<file path="src/rtl/rf_wb_if.sv">
// rf_wb_if: issue, writeback, long-latency and register-file signals of the write-port scheduler
interface rf_wb_if #(parameter int DW = 32, parameter int AW = 5);
  logic issue_valid, issue_rs_rd, issue_rt_rd, issue_we, issue_long, stall;
  logic [AW-1:0] issue_rs, issue_rt, issue_dst;
  logic wb_we;
  logic [AW-1:0] wb_addr;
  logic [DW-1:0] wb_data;
  logic lu_valid, lu_ready;
  logic [AW-1:0] lu_addr;
  logic [DW-1:0] lu_data;
  logic rf_we;
  logic [AW-1:0] rf_waddr;
  logic [DW-1:0] rf_wdata;
  logic [2**AW-1:0] busy_vec;
  modport master (
    output issue_valid, issue_rs_rd, issue_rt_rd, issue_rs, issue_rt, issue_we, issue_dst, issue_long,
    output wb_we, wb_addr, wb_data, lu_valid, lu_addr, lu_data,
    input stall, lu_ready, rf_we, rf_waddr, rf_wdata, busy_vec
  );
  modport slave (
    input issue_valid, issue_rs_rd, issue_rt_rd, issue_rs, issue_rt, issue_we, issue_dst, issue_long,
    input wb_we, wb_addr, wb_data, lu_valid, lu_addr, lu_data,
    output stall, lu_ready, rf_we, rf_waddr, rf_wdata, busy_vec
  );
endinterface

</file>
<file path="src/rtl/rf_wb_scheduler.sv">
// rf_wb_scheduler: register-file write-port arbiter with long-latency skid buffer and busy-bit hazard scoreboard
module rf_wb_scheduler #(
  parameter int DW = 32,
  parameter int AW = 5
) (
  input logic   clk,
  input logic   rst,
  rf_wb_if.slave bus
);
  localparam int NR = 2**AW;
  logic [NR-1:0] busy_q, busy_d;
  logic buf_valid_q, buf_valid_d;
  logic [AW-1:0] buf_addr_q, buf_addr_d;
  logic [DW-1:0] buf_data_q, buf_data_d;
  logic rf_we_q, rf_we_d;
  logic [AW-1:0] rf_waddr_q, rf_waddr_d;
  logic [DW-1:0] rf_wdata_q, rf_wdata_d;
  logic wb_win, drain, accept, set_busy;
  // busy[0] is held at zero, so reads of r0 never hazard
  assign bus.stall = !rst && bus.issue_valid &&
                     ((bus.issue_rs_rd && busy_q[bus.issue_rs]) ||
                      (bus.issue_rt_rd && busy_q[bus.issue_rt]) ||
                      (bus.issue_we && busy_q[bus.issue_dst]));
  assign bus.lu_ready = !rst && !buf_valid_q;
  assign bus.rf_we = rf_we_q;
  assign bus.rf_waddr = rf_waddr_q;
  assign bus.rf_wdata = rf_wdata_q;
  assign bus.busy_vec = busy_q;
  always_comb begin
    wb_win = bus.wb_we && |bus.wb_addr;
    drain = !wb_win && buf_valid_q;
    accept = bus.lu_valid && bus.lu_ready;
    set_busy = bus.issue_valid && !bus.stall && bus.issue_long && bus.issue_we && |bus.issue_dst;
    busy_d = busy_q;
    if (drain) busy_d[buf_addr_q] = 1'b0;
    if (set_busy) busy_d[bus.issue_dst] = 1'b1;
    busy_d[0] = 1'b0;
    buf_valid_d = accept ? |bus.lu_addr : buf_valid_q && !drain;
    buf_addr_d = accept ? bus.lu_addr : buf_addr_q;
    buf_data_d = accept ? bus.lu_data : buf_data_q;
    rf_we_d = wb_win || drain;
    rf_waddr_d = wb_win ? bus.wb_addr : drain ? buf_addr_q : rf_waddr_q;
    rf_wdata_d = wb_win ? bus.wb_data : drain ? buf_data_q : rf_wdata_q;
  end
  always_ff @(posedge clk) begin
    if (rst) begin
      busy_q <= '0;
      buf_valid_q <= 1'b0;
      buf_addr_q <= '0;
      buf_data_q <= '0;
      rf_we_q <= 1'b0;
      rf_waddr_q <= '0;
      rf_wdata_q <= '0;
    end else begin
      busy_q <= busy_d;
      buf_valid_q <= buf_valid_d;
      buf_addr_q <= buf_addr_d;
      buf_data_q <= buf_data_d;
      rf_we_q <= rf_we_d;
      rf_waddr_q <= rf_waddr_d;
      rf_wdata_q <= rf_wdata_d;
    end
  end
endmodule

</file>
<file path="src/flat_wrapper.sv">
// flat-port wrapper written by rule: the top's interface ports become plain ports
module rf_wb_scheduler_flat 
#(
  parameter int DW = 32,
  parameter int AW = 5
)
  (clk, rst, bus_issue_valid, bus_issue_rs_rd, bus_issue_rt_rd, bus_issue_rs, bus_issue_rt, bus_issue_we, bus_issue_dst, bus_issue_long, bus_wb_we, bus_wb_addr, bus_wb_data, bus_lu_valid, bus_lu_addr, bus_lu_data, bus_stall, bus_lu_ready, bus_rf_we, bus_rf_waddr, bus_rf_wdata, bus_busy_vec);
  rf_wb_if #(.DW(DW), .AW(AW)) bus_i ();
  input logic clk;
  input logic rst;
  input wire logic [$bits(bus_i.issue_valid)-1:0] bus_issue_valid;
  input wire logic [$bits(bus_i.issue_rs_rd)-1:0] bus_issue_rs_rd;
  input wire logic [$bits(bus_i.issue_rt_rd)-1:0] bus_issue_rt_rd;
  input wire logic [$bits(bus_i.issue_rs)-1:0] bus_issue_rs;
  input wire logic [$bits(bus_i.issue_rt)-1:0] bus_issue_rt;
  input wire logic [$bits(bus_i.issue_we)-1:0] bus_issue_we;
  input wire logic [$bits(bus_i.issue_dst)-1:0] bus_issue_dst;
  input wire logic [$bits(bus_i.issue_long)-1:0] bus_issue_long;
  input wire logic [$bits(bus_i.wb_we)-1:0] bus_wb_we;
  input wire logic [$bits(bus_i.wb_addr)-1:0] bus_wb_addr;
  input wire logic [$bits(bus_i.wb_data)-1:0] bus_wb_data;
  input wire logic [$bits(bus_i.lu_valid)-1:0] bus_lu_valid;
  input wire logic [$bits(bus_i.lu_addr)-1:0] bus_lu_addr;
  input wire logic [$bits(bus_i.lu_data)-1:0] bus_lu_data;
  output wire logic [$bits(bus_i.stall)-1:0] bus_stall;
  output wire logic [$bits(bus_i.lu_ready)-1:0] bus_lu_ready;
  output wire logic [$bits(bus_i.rf_we)-1:0] bus_rf_we;
  output wire logic [$bits(bus_i.rf_waddr)-1:0] bus_rf_waddr;
  output wire logic [$bits(bus_i.rf_wdata)-1:0] bus_rf_wdata;
  output wire logic [$bits(bus_i.busy_vec)-1:0] bus_busy_vec;
  assign bus_i.issue_valid = bus_issue_valid;
  assign bus_i.issue_rs_rd = bus_issue_rs_rd;
  assign bus_i.issue_rt_rd = bus_issue_rt_rd;
  assign bus_i.issue_rs = bus_issue_rs;
  assign bus_i.issue_rt = bus_issue_rt;
  assign bus_i.issue_we = bus_issue_we;
  assign bus_i.issue_dst = bus_issue_dst;
  assign bus_i.issue_long = bus_issue_long;
  assign bus_i.wb_we = bus_wb_we;
  assign bus_i.wb_addr = bus_wb_addr;
  assign bus_i.wb_data = bus_wb_data;
  assign bus_i.lu_valid = bus_lu_valid;
  assign bus_i.lu_addr = bus_lu_addr;
  assign bus_i.lu_data = bus_lu_data;
  assign bus_stall = bus_i.stall;
  assign bus_lu_ready = bus_i.lu_ready;
  assign bus_rf_we = bus_i.rf_we;
  assign bus_rf_waddr = bus_i.rf_waddr;
  assign bus_rf_wdata = bus_i.rf_wdata;
  assign bus_busy_vec = bus_i.busy_vec;
  rf_wb_scheduler #(.DW(DW), .AW(AW)) u_core (.clk(clk), .rst(rst), .bus(bus_i));
endmodule
</file>
<file path="config.mk">
export PLATFORM = sky130hd
export DESIGN_NAME = rf_wb_scheduler_flat
export DESIGN_NICKNAME = d
export VERILOG_FILES = /design/src/rtl/rf_wb_if.sv /design/src/rtl/rf_wb_scheduler.sv /design/src/flat_wrapper.sv
export SDC_FILE = /design/constraint.sdc
export NUM_CORES = 1
export LEC_CHECK = 0
export ABC_AREA = 1
export CORE_MARGIN = 3
export CORE_UTILIZATION = 44
export CTS_CLUSTER_DIAMETER = 60
export DETAILED_ROUTE_END_ITERATION = 16
export HOLD_SLACK_MARGIN = 0.12
export PLACE_DENSITY_LB_ADDON = 0.12
export SKIP_CTS_REPAIR_TIMING = 1
export SYNTH_ARGS = -nofsm -noshare
export SYNTH_HDL_FRONTEND = slang
export SYNTH_SLANG_ARGS = --single-unit
</file>
<file path="constraint.sdc">
create_clock -name clk -period 1.68 [get_ports clk]
set_input_delay 0.336 -clock clk [delete_from_list [all_inputs] [get_ports clk]]
set_output_delay 0.336 -clock clk [all_outputs]
set_load 0.1 [all_outputs]
</file>
After elaboration in Yosys (flattened, before gate mapping) --
Cells that the tools add are included.
Word-level totals: bits in registers 108, bits of input ports 98, word-level logic and storage cells 62
Operators by class: order comparisons 6, muxes and demuxes 17, bitwise gates (word level) 3, reduce and logical (&&, ||, !) cells 28
Operators by type and width (count):
- 2-to-1 mux 32 bit | 4
- bitwise AND 32 bit | 1
- NOT 32 bit | 1
- bitwise OR 32 bit | 1
- less-than comparator 5 x 6 -> 1 bit (second input constant) | 4
- logical AND 1 bit | 16
- binary-select mux 1 bit (select 5 bit) | 3
- OR reduction 5 bit | 3
- demux 1 bit (select 5 bit) | 2
- >= comparator 5 x 1 -> 1 bit (second input constant) | 2
- 2-to-1 mux 5 bit | 2
- 2-to-1 mux 1 bit | 6
- zero test 1 bit | 5
- logical OR 1 bit | 3
- nonzero test 2 bit | 1

Logic depth before layout (Yosys ltp) --
Gate-level depths: netlist of the first run.
depth after elaboration 12, depth in mapped cells 15, depth with buffers taken out 13

Worst setup path after synthesis of the first run --
OpenSTA, ideal clock, no wires.
kind register to output, from register u_core.busy_q[22], in the netlist u_core.bus.busy_vec[22], to output port bus_stall, data arrival time 2489 ps, path slack -1145 ps, stages on the path, launching flop included 14, path buffers 1, cells stage by stage dfxtp_1 > inv_1 > o21ai_0 > nand2_1 > nand2_1 > nand2_1 > nand2_1 > nor2_1 > nand2_1 > nand2_1 > nand3_2 > nand2_4 > buf_8 > inv_1
Between the ends: longest elaborated chain between the ends 6
Ends and longest elaborated chain:
- start, declared | line rf_wb_scheduler.sv:11 | logic [NR-1:0] busy_q, busy_d;
- start signal, assigned | line rf_wb_scheduler.sv:55 | busy_q <= busy_d;
- binary-select mux 1 bit (select 5 bit) (on tied branches) | line rf_wb_scheduler.sv:21, rf_wb_scheduler.sv:22
- 2-to-1 mux 1 bit (on tied branches) | line rf_wb_scheduler.sv:21, rf_wb_scheduler.sv:22
- logical AND 1 bit (on tied branches) | line rf_wb_scheduler.sv:21, rf_wb_scheduler.sv:22
- logical OR 1 bit | line rf_wb_scheduler.sv:21 | ((bus.issue_rs_rd && busy_q[bus.issue_rs]) ||
- logical OR 1 bit * | line rf_wb_scheduler.sv:22 | (bus.issue_rt_rd && busy_q[bus.issue_rt]) ||
- logical AND 1 bit * | line rf_wb_scheduler.sv:20 | assign bus.stall = !rst && bus.issue_valid &&
- end, declared | line flat_wrapper.sv:25 | output wire logic [$bits(bus_i.stall)-1:0] bus_stall;
Mark *: on every way between the ends. The rest lies on a longest branch, timed or not. The select of a mux whose other input is x is not followed.

Worst setup path after layout of the first run --
from register u_core.busy_q[4], in the netlist u_core.bus.busy_vec[4], to output port bus_stall
The elaborated chain is that of the path after synthesis.

==> out/qor.csv, run 1 <==
metric;value;unit
Initial Util;0.4589;
Sequential Power Share;0.413;
Synth Area in Simple Gates;0.3236;
final setup fails;32;
GRT overflow;0;
final hold vios;0;
Most used DFF post-synth;dfxtp_1;
clk root buf;clkbuf_16;
sequential share of the synthesized area;0.3639;
WL/cell;16.11;µm
required time worst endpoint;1.34;ns
WS Path Type;flip-flop to output pin;
Final HPWL DP;14.96;mm
clock period minus final worst setup slack;2.132;ns
period utilization;1.269;
clk slew on worst S/H paths;0.07;ns
Slew Limit Fails;0;
clk buf depth;2;
Die ar.;14800;µm²
Worst-Skew Late Latency;0.35;ns
FF-to-FF path depth;19;
XOR/XNOR Fraction of Synth Area;0;
synth warn;0;
largest net degree at the start of global routing;33;
H-tree depth;3;
final clock skew;0.009468;ns
pwr/cell area;667.5;nW/µm²
CTS Buf Count;9;
fraction of synthesized area in multiplexers;0;
Synth cell types;29;
syn nets;973;
worst-path maximum fanout;4;
final routed DRC violation total;0;
switching share of power;0.3243;
Layout area overhead;66.62;%
CP arrival;1.80;ns
adder-cell share of the synthesized area;0;
Synth Area in Compound Gates;0.1854;
switching power;0.002123;W
drt via density;5.107;
Yosys reg bits;107;
peak supply drop;559.8;µV
RD Place Congestion;0.9716;
GR Util All Layers;0.2623;
top-count cell post-synth;nand2_1;
setup TNS;-4.621;ns
Max-Cap Viols;0;
fillers;977;
I/O pin cnt;170;
failing checks;negative setup slack;
TritonCTS clock tree;done;
hold crit path type;primary input to flip-flop;
ratio of cells with drive above 1 in the final layout;0.3023;
Antenna Nets Post-Route;0;
largest family of logic cells by synthesized area;simple AND/OR/NAND/NOR gates;
final worst setup slack;-0.4523;ns
post-synthesis cell area;5886;µm²
unrepaired setup endpoints after global routing;true;
Post-synth top cells;283 x nand2_1, 124 x inv_1, 107 x dfxtp_1;
crit end category;output pin;
hold path cells;2;
status;complete, but fails checks;
Comb pwr share;0.281;
# nets final;1211;
Int Pwr;0.004424;W
Die X;121.7;µm
Startpoint Class;flip-flop;
CORE AREA;12820;µm²
initial antenna violation count;1;
number of flops mapped to enable cells by yosys;0;
Die Span Y;121.7;µm
asr flop ratio synth;0;
clk sinks;107;
row cnt;41;
Post-Route WL;20.79;mm
Detailed Routing Iterations Pass 1;5;
input/output buffers;168;
final cell count without fillers;1291;
Lkg Pwr;4.245;nW
Post-Place Cells;1257;
via count;6593;
Area contributors post-synth;dfxtp_1 36%, nand2_1 18%, inv_1 7.9%, nand3_2 5.1%, nand3_1 4.6%;
Mapped Cells;875;
global-route wire length before repair;30.82;mm
Yosys top cell area share;0.3639;
clock share of power;0.306;
number of global-route vias before repair;6146;
Mean Syn Cell Area;6.726;µm²
Highest Clock Rate;0.4690;GHz
cell taking the most area after synthesis;dfxtp_1;
DR iter-0 viols;394;
-- worst paths after layout --
check | startpoint | end | slack [ns]
worst max-delay path | u_core.bus.busy_vec[4]$_SDFF_PP0_ | bus_stall | -0.45
worst min-delay path | rst | u_core.bus.rf_wdata[3]$_SDFFE_PP0P_ | 0.32
worst max register to register | u_core.bus.busy_vec[18]$_SDFF_PP0_ | u_core.bus.busy_vec[2]$_SDFF_PP0_ | -0.43
worst min register to register | u_core.buf_data_q[17]$_SDFFE_PP0P_ | u_core.buf_data_q[17]$_SDFFE_PP0P_ | 0.48
-- worst max-delay path: stages, from the launching register on --
cell,delay (ns)
dfxtp_4,0.36
inv_1,0.09
o21ai_1,0.06
nand2_1,0.06
nand2_1,0.05
nand2_1,0.07
nand2_1,0.05
nor2_1,0.10
nand2_1,0.07
nand2_2,0.08
nand3_4,0.08
nand2_4,0.11
clkinvlp_4,0.10
buf_12,0.17
-- routing by layer --
layer | global-route usage | wire length (µm) | vias up
met3 | 0.06592 | 1541 | 41
met5 | 0 | 0 | -
met2 | 0.4653 | 10470 | 259
met1 | 0.3038 | 8299 | 3001
li1 | - | - | 3292
met4 | 0.09944 | 478 | 0
-- sequential cells by signal, summed over array words and instances (netlist names) --
signal               flops
u_core.buf_data_q       32
u_core.bus.rf_wdata     32
u_core.bus.busy_vec     31
u_core.buf_addr_q        5
u_core.bus.rf_waddr      5
u_core.buf_valid_q       1
u_core.bus.rf_we         1
-- per-stage QoR --
stage                 util  power, W  area (µm²)  hold slack, ns  setup WS, ns
floorplan                -  0.003708        6041          0.4474       -0.4061
global placement    0.7095  0.004456        9099          0.4592       -0.7338
detailed placement  0.7095  0.004474        9099          0.4619       -0.7356
CTS                 0.7307  0.006453        9371          0.3066       -0.7566
global route        0.7647  0.006763        9807          0.3281       -0.5389
finish              0.7647  0.006547        9807          0.3202       -0.4523
-- cells by family after synthesis --
| family | Yosys count |
|---|---|
| AOI/OAI and AO/OA | 159 |
| other | 1 |
| DFF | 107 |
| and+or+nand+nor | 431 |
| buffers and inverters | 177 |
-- power by group through the flow --
stage | registers (W) | clock network [W] | logic [W]
after global routing | 0.00272 | 0.00210 | 0.00194
after CTS | 0.00270 | 0.00203 | 0.00172
final | 0.00270 | 0.00200 | 0.00184
after floorplan | 0.00315 | 0 | 0.000558
after detailed placement | 0.00276 | 0 | 0.00171
after global placement | 0.00276 | 0 | 0.00170
-- cells in the final DEF (no fill, tap or decap), types with 32 or more instances in the layout --
master | netlist | final
o21ai_0 | 42 | 32
o211ai_1 | 34 | 34
buf_4 | 5 | 85
nand3_1 | 54 | 47
clkdlybuf4s50_1 | 0 | 80
buf_12 | 0 | 76
nand3_2 | 30 | 36
nor2_1 | 50 | 47
o31ai_1 | 35 | 35
dfxtp_1 | 107 | 76
inv_1 | 124 | 112
nand2_1 | 283 | 276
-- cell type report --
class / instances / area (µm²) / share of cell area
Timing Repair Buffer: 275 / 3398 / 0.3465
Multi-Input combinational cell: 591 / 3157 / 0.3219
Sequential cell: 107 / 2258 / 0.2303
Inverter: 129 / 503.0 / 0.05129
Clock buffer: 13 / 250.2 / 0.02552
Tap cell: 172 / 215.2 / 0.02194
Clock inverter: 3 / 22.52 / 0.002297
Antenna cell: 1 / 2.502 / 0.0002552
Power figures use the tool's default switching activity.
==> run 2, diff against run 1 <==
- GPL_TIMING_DRIVEN: default -> 0
==> run 2 against run 1 <==
The run still ends with negative setup slack left. Combinational power down 14%. Count of clock-buffer cells in the layout up 1. Sequential power about the same. Routed wire length down 5.2%. Sequential share of layout area up 4.0 points. Non-clock buffer count down 41.
==> out/qor.csv, run 2 (synthesis results as in run 1) <==
metric;value;unit
status;complete, but fails checks;
min-delay src;bus_wb_addr[0];
clock share of power;0.318;
global-route wire length before repair;29.47;mm
failing checks;negative setup slack;
crit path from;u_core.bus.busy_vec[10]$_SDFF_PP0_;
Comb pwr share;0.253;
Layout area overhead;41.99;%
I/O pin cnt;170;
# nets final;1170;
H-tree depth;3;
commonest non-fill, non-tap cell in the layout;nand2_1;
clk root buf;clkbuf_16;
worst r2r dst;u_core.bus.busy_vec[30]$_SDFF_PP0_;
CTS Buf Count;9;
Min Hold Slack;0.3637;ns
switching share of power;0.3236;
Post-Route WL;19.71;mm
WS Path Type;flip-flop to output pin;
Highest Clock Rate;0.4517;GHz
RR Startpoint;u_core.bus.busy_vec[24]$_SDFF_PP0_;
Die X;121.7;µm
Antenna Nets Post-Route;0;
fillers;1170;
crit end category;output pin;
area post-placement;7898;µm²
Power, Total;0.006253;W
number of global-route vias before repair;5957;
most frequent cells in the layout;272 x nand2_1, 111 x inv_1, 81 x clkbuf_2;
hold crit path type;primary input to flip-flop;
final worst setup slack;-0.5338;ns
ratio of cells with drive above 1 in the final layout;0.2693;
final setup fails;16;
Lkg Pwr;3.680;nW
CP arrival;1.88;ns
clock period minus final worst setup slack;2.214;ns
drt via density;5.175;
CORE AREA;12820;µm²
final clock skew;0.005937;ns
required time worst endpoint;1.34;ns
Worst-Skew Late Latency;0.34;ns
Final HPWL DP;14.52;mm
GR Util All Layers;0.2503;
GRT overflow;0;
ANT cells;0;
peak supply drop;525.2;µV
switching power;0.002024;W
Initial Util;0.4589;
Slew HR;0.5152;
pre-CTS WS;-1.893;ns
hold path cells;5;
Max-Cap Viols;0;
FF-to-FF path depth;15;
period utilization;1.318;
Int Pwr;0.004230;W
Die ar.;14800;µm²
Detailed Routing Iterations Pass 1;5;
Startpoint Class;flip-flop;
final routed DRC violation total;0;
post-layout util;0.6516;
worst hold path endpoint;u_core.bus.rf_waddr[0]$_SDFFE_PP0P_;
Slew Limit Fails;0;
TritonCTS clock tree;done;
input/output buffers;164;
Final Cell Area;8357;µm²
RD Place Congestion;1.006;
DR iter-0 viols;436;
row cnt;41;
pwr/cell area;748.3;nW/µm²
clk buf depth;2;
initial antenna violation count;0;
Sequential Power Share;0.429;
flop2flop setup slack;-0.18;ns
via count;6464;
Tightest Pin Transition;0.7272;ns
worst-path maximum fanout;5;
final hold vios;0;
unrepaired setup endpoints after global routing;true;
clk slew on worst S/H paths;0.07;ns
clk sinks;107;
largest net degree at the start of global routing;17;
WL/cell;15.78;µm
Die Span Y;121.7;µm
[run 2: cell types whose count changed in the layout (fill, tap and decap cells not counted), sizes merged]
cell	before	now
diode	1	0
clkbuf	19	110
clkinv	2	3
dlymetal6s2s	14	12
inv	129	127
buf	175	46
[run 2: per-stage QoR]
stage	std cells	TNS [ns]
after floorplan	875	-0.4061
after global placement	1211	-71.36
after detailed placement	1211	-72.49
after CTS	1227	-60.44
after global routing	1249	-3.961
final	1249	-2.237
[run 2: worst max path at each step]
stage / cells past startpoint / endpoint / slack, ns
2_1_floorplan: 14 / bus_stall / -0.41
3_3_place_gp: 16 / bus_stall / -1.88
3_5_place_dp: 16 / bus_stall / -1.89
4_1_cts: 16 / bus_stall / -1.91
5_1_grt: 14 / bus_stall / -0.64
6_report: 12 / bus_stall / -0.53
[run 2: layout make-up]
class / instances / area [µm²] / area share
well taps: 172 / 215.2 / 0.02575
clock buffers: 14 / 265.3 / 0.03174
multi-input cells: 591 / 3184 / 0.3810
inverters: 129 / 495.5 / 0.05929
clock inverters: 2 / 10.01 / 0.001198
repair buffers: 188 / 1572 / 0.1881
plain buffers: 46 / 356.6 / 0.04267
flip-flops and latches: 107 / 2258 / 0.2703
[run 2: metal layers]
| layer | global-route usage | up-vias | routed length (µm) | share of wire |
|---|---|---|---|---|
| li1 | - | 3208 | - | - |
| met1 | 0.2784 | 2970 | 7844 | 0.40 |
| met2 | 0.4442 | 237 | 9666 | 0.49 |
| met3 | 0.07382 | 49 | 1593 | 0.081 |
| met4 | 0.1057 | 0 | 600 | 0.030 |
| met5 | 0 | - | 0 | 0 |
[run 2: power groups by stage]
stage | logic (W) | clock network, W | registers, W
global placement | 0.00151 | 0 | 0.00273
finish | 0.00158 | 0.00199 | 0.00268
CTS | 0.00152 | 0.00202 | 0.00268
detailed placement | 0.00151 | 0 | 0.00273
global route | 0.00168 | 0.00212 | 0.00269
floorplan | 0.000558 | 0 | 0.00315
[run 2: critical path: stages (launching register included)]
cell	delay [ns]
dfxtp_4	0.36
inv_2	0.06
nand2_1	0.05
nand3_1	0.08
nand3_1	0.11
nand3_1	0.10
nand3_1	0.07
nand3_1	0.10
nand3_2	0.11
nand2_4	0.12
buf_12	0.12
clkinvlp_4	0.09
buf_12	0.17
